### config.mk
export PLATFORM = sky130hd
export DESIGN_NAME = npc_commit_seq
export DESIGN_NICKNAME = d
export VERILOG_FILES = /design/src/rtl/npc_commit_seq.sv
export SDC_FILE = /design/constraint.sdc
export NUM_CORES = 1
export LEC_CHECK = 0
export BUFFER_PORTS_ARGS = -buffer_cell sky130_fd_sc_hd__buf_2
export CORE_ASPECT_RATIO = 0.6
export CORE_UTILIZATION = 58
export CTS_BUF_LIST = sky130_fd_sc_hd__clkbuf_4
export DETAILED_ROUTE_END_ITERATION = 8
export PLACE_DENSITY = 0.95
export SYNTH_ARGS = -nofsm -noshare
export SYNTH_HDL_FRONTEND = slang
export SYNTH_SLANG_ARGS = --single-unit
### constraint.sdc
create_clock -name clk -period 4.8 [get_ports clk]
set_input_delay 0.48 -clock clk [delete_from_list [all_inputs] [get_ports clk]]
set_output_delay 0.48 -clock clk [all_outputs]
set_load 0.01 [all_outputs]
### src/rtl/npc_commit_seq.sv
// ---------------------------------------------------------------------------
// npc_commit_seq
//
// Purpose:
//   Multi-cycle instruction sequencer for a simple non-pipelined core. It walks
//   each instruction through FETCH -> EXEC -> (MEM) -> WB. It commits the next
//   PC and pulses write_back once per instruction. Fetch and memory handshakes
//   are guarded by a timeout counter; a timeout or an illegal load+store decode
//   parks the sequencer in FAULT. An ebreak parks it in HALT after its commit.
//   HALT and FAULT hold until rst.
//
// Parameters:
//   PC_W      PC / next-PC width
//   RESET_PC  PC value loaded on reset
//   TO_W      timeout counter width; a handshake faults after 2^TO_W-1
//             unanswered cycles
//   PERF_W    width of cycle_cnt / instret (both wrap)
//
// Ports:
//   clk          rising-edge clock
//   rst          synchronous active-high reset
//   ifu_valid    fetched-instruction pulse from IFU (honoured only in FETCH)
//   mem_ren      decoded load   (sampled in EXEC)
//   mem_wen      decoded store  (sampled in EXEC)
//   lsu_done     load/store completion pulse (honoured only in MEM)
//   halt_in      decoded ebreak (sampled in EXEC)
//   npc_in       next PC from EXU (sampled in WB)
//   ifu_req      high throughout FETCH
//   lsu_req      high throughout MEM
//   pc           architectural PC of the current instruction
//   write_back   one-cycle commit strobe (the WB cycle)
//   halt         high in HALT or FAULT
//   fault        high in FAULT
//   fault_cause  0 none, 1 fetch timeout, 2 memory timeout, 3 ren&wen
//   cycle_cnt    cycles spent in FETCH/EXEC/MEM/WB
//   instret      committed instruction count
// ---------------------------------------------------------------------------
module npc_commit_seq #(
  parameter int              PC_W     = 32,
  parameter logic [PC_W-1:0] RESET_PC = 32'h8000_0000,
  parameter int              TO_W     = 8,
  parameter int              PERF_W   = 32
) (
  input  logic              clk,
  input  logic              rst,
  input  logic              ifu_valid,
  input  logic              mem_ren,
  input  logic              mem_wen,
  input  logic              lsu_done,
  input  logic              halt_in,
  input  logic [PC_W-1:0]   npc_in,
  output logic              ifu_req,
  output logic              lsu_req,
  output logic [PC_W-1:0]   pc,
  output logic              write_back,
  output logic              halt,
  output logic              fault,
  output logic [1:0]        fault_cause,
  output logic [PERF_W-1:0] cycle_cnt,
  output logic [PERF_W-1:0] instret
);

  typedef enum logic [2:0] {
    S_IDLE  = 3'd0,
    S_FETCH = 3'd1,
    S_EXEC  = 3'd2,
    S_MEM   = 3'd3,
    S_WB    = 3'd4,
    S_HALT  = 3'd5,
    S_FAULT = 3'd6
  } state_t;

  localparam logic [1:0] CAUSE_NONE   = 2'd0;
  localparam logic [1:0] CAUSE_FETCH  = 2'd1;
  localparam logic [1:0] CAUSE_MEM    = 2'd2;
  localparam logic [1:0] CAUSE_RWBOTH = 2'd3;

  // The counter holds the number of unanswered cycles before the current one.
  // When it reads 2^TO_W-2, the current cycle is the (2^TO_W-1)-th unanswered
  // cycle. That cycle is the limit: a response in it still wins, and silence
  // in it faults.
  localparam logic [TO_W-1:0] TO_LAST = TO_W'((1 << TO_W) - 2);

  state_t            state_q, state_d;
  logic [TO_W-1:0]   to_cnt_q;
  logic              halt_pend_q;
  logic [PC_W-1:0]   pc_q;
  logic [1:0]        cause_q, cause_d;
  logic [PERF_W-1:0] cycle_q;
  logic [PERF_W-1:0] instret_q;

  logic              to_clr;
  logic              to_inc;
  logic              hp_set;
  logic              active;

  // Next-state decode. Requests are answered on the cycle after the response
  // is seen, so every response is sampled by the state register alone.
  always_comb begin
    state_d = state_q;
    cause_d = cause_q;
    to_clr  = 1'b0;
    to_inc  = 1'b0;
    hp_set  = 1'b0;
    case (state_q)
      S_IDLE: begin
        state_d = S_FETCH;
        to_clr  = 1'b1;
      end
      S_FETCH: begin
        if (ifu_valid) begin
          state_d = S_EXEC;
        end else if (to_cnt_q == TO_LAST) begin
          state_d = S_FAULT;
          cause_d = CAUSE_FETCH;
        end else begin
          to_inc = 1'b1;
        end
      end
      S_EXEC: begin
        if (mem_ren && mem_wen) begin
          state_d = S_FAULT;
          cause_d = CAUSE_RWBOTH;
        end else if (halt_in) begin
          state_d = S_WB;
          hp_set  = 1'b1;
        end else if (mem_ren || mem_wen) begin
          state_d = S_MEM;
          to_clr  = 1'b1;
        end else begin
          state_d = S_WB;
        end
      end
      S_MEM: begin
        if (lsu_done) begin
          state_d = S_WB;
        end else if (to_cnt_q == TO_LAST) begin
          state_d = S_FAULT;
          cause_d = CAUSE_MEM;
        end else begin
          to_inc = 1'b1;
        end
      end
      S_WB: begin
        if (halt_pend_q) begin
          state_d = S_HALT;
        end else begin
          state_d = S_FETCH;
          to_clr  = 1'b1;
        end
      end
      S_HALT:  state_d = S_HALT;
      S_FAULT: state_d = S_FAULT;
      default: state_d = S_IDLE;
    endcase
  end

  assign active = (state_q == S_FETCH) || (state_q == S_EXEC) ||
                  (state_q == S_MEM)   || (state_q == S_WB);

  always_ff @(posedge clk) begin
    if (rst) begin
      state_q     <= S_IDLE;
      to_cnt_q    <= '0;
      halt_pend_q <= 1'b0;
      pc_q        <= RESET_PC;
      cause_q     <= CAUSE_NONE;
      cycle_q     <= '0;
      instret_q   <= '0;
    end else begin
      state_q <= state_d;
      cause_q <= cause_d;
      if (to_clr) begin
        to_cnt_q <= '0;
      end else if (to_inc) begin
        to_cnt_q <= to_cnt_q + TO_W'(1);
      end
      if (hp_set) begin
        halt_pend_q <= 1'b1;
      end
      if (state_q == S_WB) begin
        pc_q      <= npc_in;
        instret_q <= instret_q + PERF_W'(1);
      end
      if (active) begin
        cycle_q <= cycle_q + PERF_W'(1);
      end
    end
  end

  // All outputs are state decodes or register copies.
  assign ifu_req     = (state_q == S_FETCH);
  assign lsu_req     = (state_q == S_MEM);
  assign write_back  = (state_q == S_WB);
  assign halt        = (state_q == S_HALT) || (state_q == S_FAULT);
  assign fault       = (state_q == S_FAULT);
  assign fault_cause = cause_q;
  assign pc          = pc_q;
  assign cycle_cnt   = cycle_q;
  assign instret     = instret_q;

endmodule

# Word level (Yosys, flattened, before mapping)
# Cells that the tools add are included.
totals:
  input_bits: 39
  regBits: 110
op_classes:
  addsub: 3
  eq_ne: 12
  n_reduce_logical: 10
  mux: 26
op_table:
  columns: ["operator", "n"]
  rows:
  - ["adder 32 x 1 -> 32 bit, second input constant", 2]
  - ["2-to-1 mux 3 bit", 7]
  - ["case mux 3 bit (7 select lines)", 1]
  - ["2-to-1 mux 1 bit", 10]
  - ["2-to-1 mux 2 bit", 5]
  - ["equality test 3 bit, second input constant", 3]
  - ["adder 8 x 1 -> 8 bit, second input constant", 1]
  - ["equality test 8 bit, second input constant", 1]
  - ["equality test 3 x 2 -> 1 bit, second input constant", 2]
  - ["!= test 2 bit, second input constant", 3]
  - ["case mux 2 bit (3 select lines)", 1]
  - ["AND reduction 6 bit", 1]
  - ["logical OR 1 bit", 5]
  - ["!= test 2 x 1 -> 1 bit, second input constant", 2]
  - ["equality test 3 x 1 -> 1 bit, second input constant", 1]
  - ["zero test 3 bit", 1]
  - ["case mux 1 bit (3 select lines)", 1]
  - ["nonzero test 3 bit", 1]
  - ["case mux 1 bit (2 select lines)", 1]
  - ["OR reduction 2 bit", 1]
  - ["logical AND 1 bit", 1]

# Longest topological paths before layout
depth:
  word_depth: 6
  ltp_mapped: 7
  mapped_depth_nobuf: 6

# Worst setup path after synthesis
# OpenSTA, ideal clock, no wires.
synth_timing:
  kind: "register -> register"
  startpoint: "register instret_q[13], in the netlist instret[13]"
  endpoint: "register instret_q[31], in the netlist instret[31]"
  t_required_ns: 4.679
  setup_slack_ns: 2.821
  stages_incl_launch_ff: 6
  t_arrival_ns: 1.858
  synth_period_minus_slack_ns: 1.979
  cell_sequence: "dfxtp_1 nand4_2 or4_4 buf_6 nor4_2 mux2_2"
synth_via:
  elab_chain_cells: 1
synth_rtl:
  columns: ["item", "line_no", "source"]
  rows:
  - ["start: declaration", "90", "logic [PERF_W-1:0] instret_q;"]
  - ["start signal: assignment", "183", "instret_q <= instret_q + PERF_W'(1);"]
  - ["adder 32 x 1 -> 32 bit", "183", null]
# Every way passes these cells.
# A chain may end at the register's enable or synchronous reset.

# Worst setup path in the final report
layout_timing:
  startpoint: "register state_q[2]"
  endpoint: "register instret_q[13], in the netlist instret[13]"
layout_via:
  elab_chain_cells: 1
layout_rtl:
  columns: ["item", "line_no", "source"]
  rows:
  - ["start: declaration", "84", "state_t state_q, state_d;"]
  - ["start signal: assignment", "171", "state_q <= state_d;"]
  - ["equality test 3 bit", "181", "if (state_q == S_WB) begin"]
# Every way passes these cells.

==> summary by stage <==
STA
Setup violations remaining at the end of the flow were counted as 0. After routing, the total negative slack on setup checks comes to 0 ns. The post-route clock skew is 0.0185 ns. Hold timing on the final database bottoms out at a slack of 0.212 ns.

The number of failing hold endpoints at the final stage is 0. For the pin with the worst max-slew slack, the measured transition is 1.18 ns. Measured against its own limit, the worst slew margin works out to a little over a fifth. The fraction of the cycle the final worst path needs is 60.1%. Subtracting the final worst setup slack from the clock period gives 2.89 ns. The highest attainable clock frequency is between 300 and 400 MHz. The number of pins exceeding their max-slew limit in the final report is 0. Setup repair after global routing left no endpoint under its margin.

Routing
The number of nets still failing antenna checks after routing is 0. The number of detailed-route iterations in the first pass is 5. Wires add up to 12400 um. The remaining routing DRC violations is 0. After detailed routing, the average wire length per cell comes to between 10 and 15 um. The number of vias in the routed layout is just over 5000. For this block, the initial DRC count from the detailed router was roughly 340. The detail-routed via count per cell is just under 6.

Synth
The xor and xnor area share after synthesis is approximately 2.6%. The portion of the post-synthesis area used by sequential elements is 43.0%. The average instance in the mapped netlist occupies 8.20 sq um. The area share of the largest cell type after synthesis is 43.0%.

The post-synthesis net count is 667. The proportion of synthesized flip-flops having asynchronous set or reset is 0%. By area the synthesized netlist is led by sky130_fd_sc_hd__dfxtp_1 (43%), sky130_fd_sc_hd__a21oi_1 (7.5%), sky130_fd_sc_hd__nand2_1 (6.7%), sky130_fd_sc_hd__mux2_2 (3.7%), sky130_fd_sc_hd__o31ai_1 (3.4%). In this run the cell area of the synthesized design comes to 5120 sq um. Summing the areas of all fa, ha and maj instances in the mapped netlist gives 1.17% of the synthesized area. Yosys mapped a number of flops with a built-in enable equal to 0.

Synthesis inferred 110 register bits. sky130_fd_sc_hd__dfxtp_1 takes more of the synthesized area than any other cell. The top flip-flop cell by instance count after synthesis is sky130_fd_sc_hd__dfxtp_1. The portion of synthesized area spent on multiplexers is 3.93%. The combinational family with the most area after synthesis is simple AND/OR/NAND/NOR gates. The number of different library cells used by synthesis comes to 51. The post-synthesis share of cell area spent on and, or, nand and nor gates is just under 30%.

The synthesized netlist devotes ~15% of its cell area to compound gates. The total number of yosys warnings is 0. The cell count after synthesis came out at approximately 620.

Clocking
TritonCTS built the clock tree. For this design, the CTS-stage hold fixing added 0 buffers. In this run the number of H-tree levels came out at 3. After clock tree synthesis, the clock-pin slew on the worst setup and hold paths is 0.16 ns. The total clock buffers created by CTS is 9. The total number of clock tree sinks is 110. At the later pin of the worst-skew pair, clock insertion delay measures between 0.4 and 0.5 ns. After clock tree synthesis, the setup repair step added 0 buffers. The longest clock path from root to sink contains 2 buffers. Post-CTS repair changed the size of 0 cells.

In this run the clock root is driven by a sky130_fd_sc_hd__clkbuf_4.

Floorplanning
The standard-cell row count is 26. Pin placement for this block handled 142 I/O pins. The effective utilization at floorplan is 60.1%. The floorplan step defined a die boundary enclosing 9220 sq um. The standard cell core area is 8520 sq um. The vertical extent of the die is 74.8 um. The horizontal die dimension is between 100 and 150 um.

Cells and area
Cells with a size suffix above 1 make up around 25% of the layout. The antenna diode count is 0. After filler insertion, the fill cell instance count of the layout stands at 698.

For this run, the share of the core covered by cells in the final layout is 70.0%. The final instance area is 5960 sq um. The net count of the finished layout is slightly below 800. The synthesis-to-layout area growth is 16.4%.

Power
The power share of the combinational group is under 10%. Summed over all nets, the switching power comes to 383 uW. Cell internal power was estimated by the tool at 1180 uW. For this design the static power due to leakage is between 0.002 and 0.0025 uW. The switching portion of total power is 24.6%. For this design the ratio of total power to cell area is 261 nW/um^2.

Registers are responsible for 60.4% of the overall power. The worst ir drop on vdd is about 0.00019 V. The share of total power dissipated in the clock network is 32.7%.

GRT
The global-route wire length before repair is ~19000 um. The global-route usage over all layers is around a quarter. The via count of the first global-routing pass is 4342. Entering global routing, the biggest net connects 122 pins. Global routing finished with a remaining overflow of 0. The initial antenna violation count was 0.

Placement
The placed cell area is about 5800 sq um. The count of buffers added on input and output ports is between 100 and 150. The weighted congestion reported at the end of routability-driven placement is 0.854. Once detailed placement completed, the half-perimeter wirelength came to 8860 um.

Min path
The worst hold path begins at npc_in[31]. The hold path endpoint is pc[31]. The tightest min-delay check is of the in -> reg type. Counting instances, the worst hold path has a depth of 3.

Outcome
The run finished with clean final reports.

Worst setup path
The endpoint identified for the worst register-to-register timing path is instret[13]. The worst register-to-register path has a depth of 5. The reg-to-reg startpoint is state_q[2]. The endpoint type of the worst setup path is a flip-flop.

For the worst setup path, the data required time is 5.21 ns. The maximum net fanout on the critical path is 45. The critical path class is reg -> reg. The data arrival time at the worst-slack endpoint is 3.30 ns. The startpoint class of the critical path is a flip-flop. The slack of the worst reg-to-reg path is approximately 1.9 ns.

Job
Across the run, the number of max-cap violations was 0.
## cell families after synthesis
| kind of cell | Yosys count |
|---|---|
| multiplexers | 18 |
| AND/OR/NAND/NOR | 287 |
| adder cells (fa/ha/maj) | 5 |
| AO/OA/AOI/OAI | 132 |
| buffers and inverters | 57 |
| flip-flops | 110 |
| XOR/XNOR | 15 |
## worst max-delay path by stage
stage                 from          end  slack, ns  depth (start not counted)
4_1_cts         state_q[2]  instret[24]       1.94                          5
2_1_floorplan  instret[13]  instret[31]       2.82                          5
3_5_place_dp    state_q[2]  instret[13]       1.97                          5
3_3_place_gp    state_q[2]  instret[22]       2.15                          5
5_1_grt         state_q[2]  instret[24]       1.74                          5
6_report        state_q[2]  instret[13]       1.91                          5
## cells in the mapped netlist (9+ instances only)
master / n
sky130_fd_sc_hd__a21oi_1: 77
sky130_fd_sc_hd__and3_1: 9
sky130_fd_sc_hd__clkbuf_1: 29
sky130_fd_sc_hd__dfxtp_1: 110
sky130_fd_sc_hd__inv_1: 14
sky130_fd_sc_hd__mux2_2: 17
sky130_fd_sc_hd__nand2_1: 91
sky130_fd_sc_hd__nand3_1: 28
sky130_fd_sc_hd__nand4_1: 17
sky130_fd_sc_hd__nor2_1: 36
sky130_fd_sc_hd__nor2b_1: 17
sky130_fd_sc_hd__nor4_1: 11
sky130_fd_sc_hd__o21ai_0: 20
sky130_fd_sc_hd__o31ai_1: 23
sky130_fd_sc_hd__or3_1: 19
sky130_fd_sc_hd__or4_1: 20
sky130_fd_sc_hd__xor2_1: 10
## placed cells by master (no fill, tap or decap), types with 2 or more instances in the layout
cell	netlist	final
sky130_fd_sc_hd__nand4_2	2	2
sky130_fd_sc_hd__mux2_2	17	17
sky130_fd_sc_hd__ha_1	4	4
sky130_fd_sc_hd__buf_2	4	140
sky130_fd_sc_hd__clkinv_4	0	2
sky130_fd_sc_hd__xnor2_1	5	5
sky130_fd_sc_hd__a21o_1	2	2
sky130_fd_sc_hd__a21oi_1	77	77
sky130_fd_sc_hd__clkbuf_4	0	9
sky130_fd_sc_hd__and4_1	8	8
sky130_fd_sc_hd__bufinv_16	0	2
sky130_fd_sc_hd__nand4_1	17	17
sky130_fd_sc_hd__o31ai_1	23	23
sky130_fd_sc_hd__inv_1	14	14
sky130_fd_sc_hd__buf_4	0	2
sky130_fd_sc_hd__nand3b_1	2	2
sky130_fd_sc_hd__dfxtp_1	110	110
sky130_fd_sc_hd__and2_1	7	7
sky130_fd_sc_hd__nor2b_1	17	17
sky130_fd_sc_hd__or4_1	20	20
sky130_fd_sc_hd__nor2_1	36	36
sky130_fd_sc_hd__o21ai_0	20	20
sky130_fd_sc_hd__or3_1	19	19
sky130_fd_sc_hd__and3_1	9	9
sky130_fd_sc_hd__xor2_1	10	10
sky130_fd_sc_hd__clkinv_1	0	3
sky130_fd_sc_hd__or2_2	3	3
sky130_fd_sc_hd__nand3_1	28	28
sky130_fd_sc_hd__nor3_1	4	4
sky130_fd_sc_hd__nand2_1	91	91
sky130_fd_sc_hd__nand2b_1	4	4
sky130_fd_sc_hd__o211ai_1	2	2
sky130_fd_sc_hd__nor4_1	11	11
## worst max-delay path: stages (launching register included)
cell                       delay (ns)
sky130_fd_sc_hd__dfxtp_1         0.66
sky130_fd_sc_hd__nand3b_1        0.20
sky130_fd_sc_hd__inv_2           0.56
sky130_fd_sc_hd__nand2_1         0.54
sky130_fd_sc_hd__or4_2           0.68
sky130_fd_sc_hd__a21oi_1         0.16
## registers in the layout, summed over array words and instances, names as in the netlist
signal	flops
cycle_cnt	32
halt_pend_q	1
instret	32
pc	32
to_cnt_q	8
fault_cause	2
state_q	3
## layer usage
| metal | vias up | part of all wire, % | routed length (um) | GRT usage (%) |
|---|---|---|---|---|
| li1 | 2449 | - | - | - |
| met1 | 2360 | 45 | 5520 | 33.7 |
| met2 | 205 | 46 | 5720 | 42.5 |
| met3 | 18 | 7.8 | 973 | 8.64 |
| met4 | 0 | 1.5 | 187 | 9.24 |
| met5 | - | 0 | 0 | 0 |
## area by class of cell
class | count | area [sq um] | share of cell area (%)
well taps | 112 | 140 | 2.35
clock buffers | 9 | 67.6 | 1.13
multi-input cells | 457 | 2690 | 45.1
inverters | 15 | 56.3 | 0.944
flip-flops and latches | 110 | 2200 | 36.9
clock inverters | 7 | 88.8 | 1.49
repair buffers | 142 | 716 | 12.0
## through the flow
stage	setup slack, ns	total power [uW]	instances
after global placement	2.15	1060	836
final	1.91	1560	852
after floorplan	2.82	1030	624
after global routing	1.74	1620	852
after detailed placement	1.97	1070	836
after CTS	1.94	1570	852
## power by group through the flow
stage | Sequential, uW | Combinational, uW | Clock [uW]
after global placement | 958 | 102 | 0
after floorplan | 955 | 70.7 | 0
after global routing | 943 | 120 | 554
final | 941 | 108 | 510
after CTS | 941 | 108 | 518
after detailed placement | 960 | 108 | 0
Note: power is estimated with default switching activity, not from simulation.
